===== src/rtl/sprite_vram_writer.sv =====
// -----------------------------------------------------------------------------
// sprite_vram_writer
//
// Write side of a double-buffered sprite VRAM. A pixel stream (8-bit palette
// indices) arrives over a valid/ready handshake and is written into the back
// bank of the sram. Once a whole sprite is loaded, the writer waits for the
// start of the next vertical sync pulse and then swaps banks. The display
// therefore never shows a half-loaded sprite.
//
// Ports:
//   clk           system clock (same domain as the SVGA sync generator)
//   reset         asynchronous, active-low reset
//   s_valid       pixel beat valid
//   s_ready       writer can accept a beat (registered, depends only on state)
//   s_first       beat is pixel 0 of a sprite
//   s_data        palette index
//   vsync         vertical sync, synchronous to clk
//   o_addr        sram address {back_bank, pixel_index}
//   o_write       sram write enable (one cycle after each accepted beat)
//   o_data        sram write data
//   bank_sel      front (displayed) bank; the display uses it as its address MSB
//   o_busy        a sprite load or swap is pending
//   o_frame_done  one-cycle pulse on bank swap
//   o_err         sticky protocol error (stray non-first beat, or restart)
// -----------------------------------------------------------------------------
module sprite_vram_writer #(
  parameter int ADDR_WIDTH    = 10,
  parameter int DATA_WIDTH    = 8,
  parameter int DEPTH         = 1024,
  parameter int VS_ACTIVE_LOW = 1
) (
  input  logic                  clk,
  input  logic                  reset,
  input  logic                  s_valid,
  output logic                  s_ready,
  input  logic                  s_first,
  input  logic [DATA_WIDTH-1:0] s_data,
  input  logic                  vsync,
  output logic [ADDR_WIDTH:0]   o_addr,
  output logic                  o_write,
  output logic [DATA_WIDTH-1:0] o_data,
  output logic                  bank_sel,
  output logic                  o_busy,
  output logic                  o_frame_done,
  output logic                  o_err
);

  typedef enum logic [1:0] {
    ST_IDLE    = 2'd0,
    ST_LOAD    = 2'd1,
    ST_WAIT_VS = 2'd2,
    ST_SWAP    = 2'd3
  } state_t;

  localparam logic [ADDR_WIDTH-1:0] LAST_IDX   = ADDR_WIDTH'(DEPTH - 1);
  localparam logic [ADDR_WIDTH-1:0] IDX_ZERO   = {ADDR_WIDTH{1'b0}};
  localparam logic [ADDR_WIDTH-1:0] IDX_ONE    = {{(ADDR_WIDTH-1){1'b0}}, 1'b1};
  localparam logic                  VS_ACT_LVL = (VS_ACTIVE_LOW == 0) ? 1'b1 : 1'b0;

  state_t                  state_q, state_d;
  logic [ADDR_WIDTH-1:0]   count_q, count_d;
  logic                    bank_q, bank_d;
  logic                    wr_q, wr_d;
  logic [ADDR_WIDTH:0]     addr_q, addr_d;
  logic [DATA_WIDTH-1:0]   data_q, data_d;
  logic                    ready_q, ready_d;
  logic                    busy_q, busy_d;
  logic                    fd_q, fd_d;
  logic                    err_q, err_d;
  logic                    vs_prev_q;

  logic                    xfer;
  logic                    vs_act;
  logic                    vs_start;
  logic                    load_beat;
  logic [ADDR_WIDTH-1:0]   pix_idx;
  logic [ADDR_WIDTH-1:0]   pix_next;
  logic                    pix_last;

  assign xfer     = s_valid & ready_q;
  assign vs_act   = (vsync == VS_ACT_LVL);
  assign vs_start = vs_act & ~vs_prev_q;
  // A beat is written when it starts a sprite, or continues one already loading.
  assign load_beat = xfer & (s_first | (state_q == ST_LOAD));
  // s_first always (re)starts at pixel 0, whatever the current count is.
  assign pix_idx  = s_first ? IDX_ZERO : count_q;
  assign pix_next = pix_idx + IDX_ONE;
  assign pix_last = (pix_idx == LAST_IDX);

  // Next-state and registered-output logic of the load / swap FSM.
  always_comb begin
    state_d = state_q;
    count_d = count_q;
    bank_d  = bank_q;
    wr_d    = 1'b0;
    addr_d  = addr_q;
    data_d  = data_q;
    busy_d  = busy_q;
    fd_d    = 1'b0;
    err_d   = err_q;

    case (state_q)
      ST_IDLE, ST_LOAD: begin
        if (load_beat) begin
          wr_d   = 1'b1;
          addr_d = {~bank_q, pix_idx};
          data_d = s_data;
          busy_d = 1'b1;
          if (s_first && (state_q == ST_LOAD)) begin
            err_d = 1'b1;
          end else begin
            err_d = err_q;
          end
          // The final pixel closes the sprite; no beat past DEPTH is taken.
          if (pix_last) begin
            count_d = IDX_ZERO;
            state_d = ST_WAIT_VS;
          end else begin
            count_d = pix_next;
            state_d = ST_LOAD;
          end
        end else if (xfer) begin
          // Non-first beat while idle: consumed and dropped.
          err_d = 1'b1;
        end else begin
          state_d = state_q;
        end
      end
      ST_WAIT_VS: begin
        // Only a fresh pulse start counts; entering mid-pulse waits for the next.
        if (vs_start) begin
          state_d = ST_SWAP;
        end else begin
          state_d = state_q;
        end
      end
      ST_SWAP: begin
        bank_d  = ~bank_q;
        fd_d    = 1'b1;
        busy_d  = 1'b0;
        state_d = ST_IDLE;
      end
      default: begin
        state_d = ST_IDLE;
      end
    endcase

    ready_d = (state_d == ST_IDLE) || (state_d == ST_LOAD);
  end

  // State, datapath and output registers.
  always_ff @(posedge clk or negedge reset) begin
    if (!reset) begin
      state_q   <= ST_IDLE;
      count_q   <= IDX_ZERO;
      bank_q    <= 1'b0;
      wr_q      <= 1'b0;
      addr_q    <= {(ADDR_WIDTH+1){1'b0}};
      data_q    <= {DATA_WIDTH{1'b0}};
      ready_q   <= 1'b0;
      busy_q    <= 1'b0;
      fd_q      <= 1'b0;
      err_q     <= 1'b0;
      vs_prev_q <= 1'b0;
    end else begin
      state_q   <= state_d;
      count_q   <= count_d;
      bank_q    <= bank_d;
      wr_q      <= wr_d;
      addr_q    <= addr_d;
      data_q    <= data_d;
      ready_q   <= ready_d;
      busy_q    <= busy_d;
      fd_q      <= fd_d;
      err_q     <= err_d;
      vs_prev_q <= vs_act;
    end
  end

  assign s_ready      = ready_q;
  assign o_addr       = addr_q;
  assign o_write      = wr_q;
  assign o_data       = data_q;
  assign bank_sel     = bank_q;
  assign o_busy       = busy_q;
  assign o_frame_done = fd_q;
  assign o_err        = err_q;

endmodule


===== config.mk =====
export PLATFORM = sky130hd
export DESIGN_NAME = sprite_vram_writer
export DESIGN_NICKNAME = d
export VERILOG_FILES = /design/src/rtl/sprite_vram_writer.sv
export SDC_FILE = /design/constraint.sdc
export NUM_CORES = 1
export LEC_CHECK = 0
export CORE_ASPECT_RATIO = 0.6
export CORE_UTILIZATION = 35
export DETAILED_ROUTE_END_ITERATION = 8
export GPL_ROUTABILITY_DRIVEN = 0
export SLEW_MARGIN = 20
export SYNTH_ARGS = -nofsm -noshare
export SYNTH_HDL_FRONTEND = slang
export SYNTH_SLANG_ARGS = --single-unit

===== constraint.sdc =====
create_clock -name clk -period 5.05 [get_ports clk]
set_input_delay 1.515 -clock clk [delete_from_list [all_inputs] [get_ports clk]]
set_output_delay 1.515 -clock clk [all_outputs]
set_load 0.03 [all_outputs]

==> metrics <==
setup violators final=0; area grow syn2layout=33.0%; most common cell in the netlist=nand2_1; clock sinks=38; H-tree levels=2; Mean Syn Cell Area=9.32 um2; post-route minimum period=3.59 ns; RSZ-0062 raised after global routing=no; Routed Antenna Nets=0; synthesis-stage register bit count=38; GRT Total Usage=16.0%; Post-synth EDFFs=0; Hold Crit Class=reg -> reg; Least-Margin Pin Slew=0.839 ns; maximum vdd drop=0.198 mV; Synth warnings=0; # hold bufs at CTS=0; Clock Skew=0.00373 ns; Fin. Hold Viols=0; clk buf depth=2; pwr dens=387 nW/um2; Initial Util=38.1%; total number of vias=1334; die span in y=55.0 um; Layout Cell Area excl Fill=2180 um2; Synth Net Count=190; Iteration-0 DRC Markers=138; post-route DRC violation count=0; Tcrit/Tclk final=71.0%; row count=18; first-pass GRT wire length=6040 um; Post-synth ARST share=100%; CTS tree=yes; clk_lat worst skew=0.29 ns; hold_ws=0.464 ns; Post-synth top cells=nand2_1 (55), dfrtp_1 (38), nand3_1 (10), o21ai_0 (10); CTS buffer count=5; critical path class=in -> reg; Max Freq=0.279 GHz; die width=90.4 um; overflow left after global routing=0; wire per inst=13.8 um; setup repair bufs after CTS=0; Pins Over Slew Limit=0; Post-DP Area=2040 um2; WP data required=5.22 ns; # nets final=224; n_diodes=0; number of max-cap violations=0; Main synth FF type=dfrtp_1; vias per std cell=4.92; post-cts sizing count=0; LEAKAGE=0.000974 uW; final worst slack=1.46 ns; top cell type's share of synthesized area=58.0%; IO buf count=37; cell taking the most area after synthesis=dfrtp_1; CP Data Arrival Time=3.76 ns; Setup TNS=0 ns; CTS root buffer=clkbuf_8; Syn Inst Count=176; run status=finished clean; Rel. slew slack=44.0%; WL final=3730 um; critical path peak fanout=20; synth top area cells=dfrtp_1 (58%), nand2_1 (13%), nand3_1 (3.1%); die area=4970 um2; pre-CTS setup slack=1.21 ns; Worst Setup Start Kind=input port; Worst-path clk slew=0.07 ns; Netlist cell types=33; initial antenna violation count=0; # IOs=38; element type at the critical path end=flip-flop; fraction of layout cells with a size suffix above 1=5.21%; core area=4300 um2; vias in the first global route=1253; Finished Core Util=50.7%; mapped cell area=1640 um2; largest net degree at the start of global routing=42; hpwl dp=2550 um; DR pass1 iterations=4; sequential fraction of the synthesis area=58.0%
==> power by group <==
| part | switching (uW) | internal (uW) | total [uW] |
|---|---|---|---|
| registers | 27.5 | 337 | 364 |
| clock network | 109 | 211 | 320 |
| logic | 96.0 | 65.4 | 161 |
| total | 233 | 613 | 845 |
==> placed cells by master, fill, tap and decap left out, types with 3 or more instances in the layout <==
| cell | n |
|---|---|
| nand2_1 | 55 |
| dfrtp_1 | 38 |
| clkdlybuf4s50_1 | 36 |
| o21ai_0 | 10 |
| nand3_1 | 10 |
| inv_1 | 7 |
| nor2_1 | 7 |
| clkbuf_8 | 6 |
| a21oi_1 | 4 |
| nor2b_1 | 3 |
| nand4_1 | 3 |
| and2_1 | 3 |
==> worst max-delay path: stages <==
cell	delay, ns
clkdlybuf4s50_1	0.78
nor2_1	0.11
or3_1	0.34
inv_1	0.51
nand3_1	0.15
o311ai_0	0.33
==> sequential cells by signal, indices dropped and copies added (netlist names), named ones only <==
signal,cells
o_write,1
o_data,8
count_q,10
o_busy,1
o_err,1
o_addr,11
bank_sel,1
vs_prev_q,1
s_ready,1
o_frame_done,1
==> path summary, 6_finish.rpt <==
path	startpoint	endpoint	slack, ns	depth (start not counted)
setup / recovery	s_first	count_q[5]	1.46	6
hold / removal	o_err	o_err	0.46	1
setup reg to reg	flip-flop	count_q[5]	3.08	5
hold reg to reg	o_err	o_err	0.46	1
max in group asynchronous	reset	async pin	3.20	1
min in group asynchronous	reset	o_addr[8]	1.32	1
==> logic make-up after synthesis <==
| group | after synthesis | synth area share [%] |
|---|---|---|
| simple gates | 90 | 24.9 |
| buf+inv | 18 | 4.58 |
| mux | 1 | 0.686 |
| compound gates | 26 | 9.99 |
| xor+xnor | 2 | 1.07 |
| fa+ha+maj | 1 | 0.763 |
| flops | 38 | 58.0 |
==> layer usage <==
layer / share of wire [%] / track usage (%) / routed length, um / vias up
met5: 0 / 0 / 0 / -
met4: 0.96 / 7.26 / 36 / 0
met3: 4.4 / 4.64 / 164 / 5
met2: 43 / 24.0 / 1620 / 29
met1: 51 / 21.8 / 1910 / 643
li1: - / - / - / 657
==> through the flow <==
stage / std cells / total power, uW
floorplan: 176 / 456
global placement: 263 / 528
detailed placement: 263 / 533
CTS: 271 / 854
global route: 271 / 879
finish: 271 / 845
==> area by class of cell <==
type	count	area (um2)
multi-input cells	120	614
clock buffers	6	82.6
repair buffers	38	373
inverters	7	26.3
fillers	395	2120
well taps	60	75.1
clock inverters	2	60.1
flip-flops and latches	38	951
(Power assumes the default switching activity.)
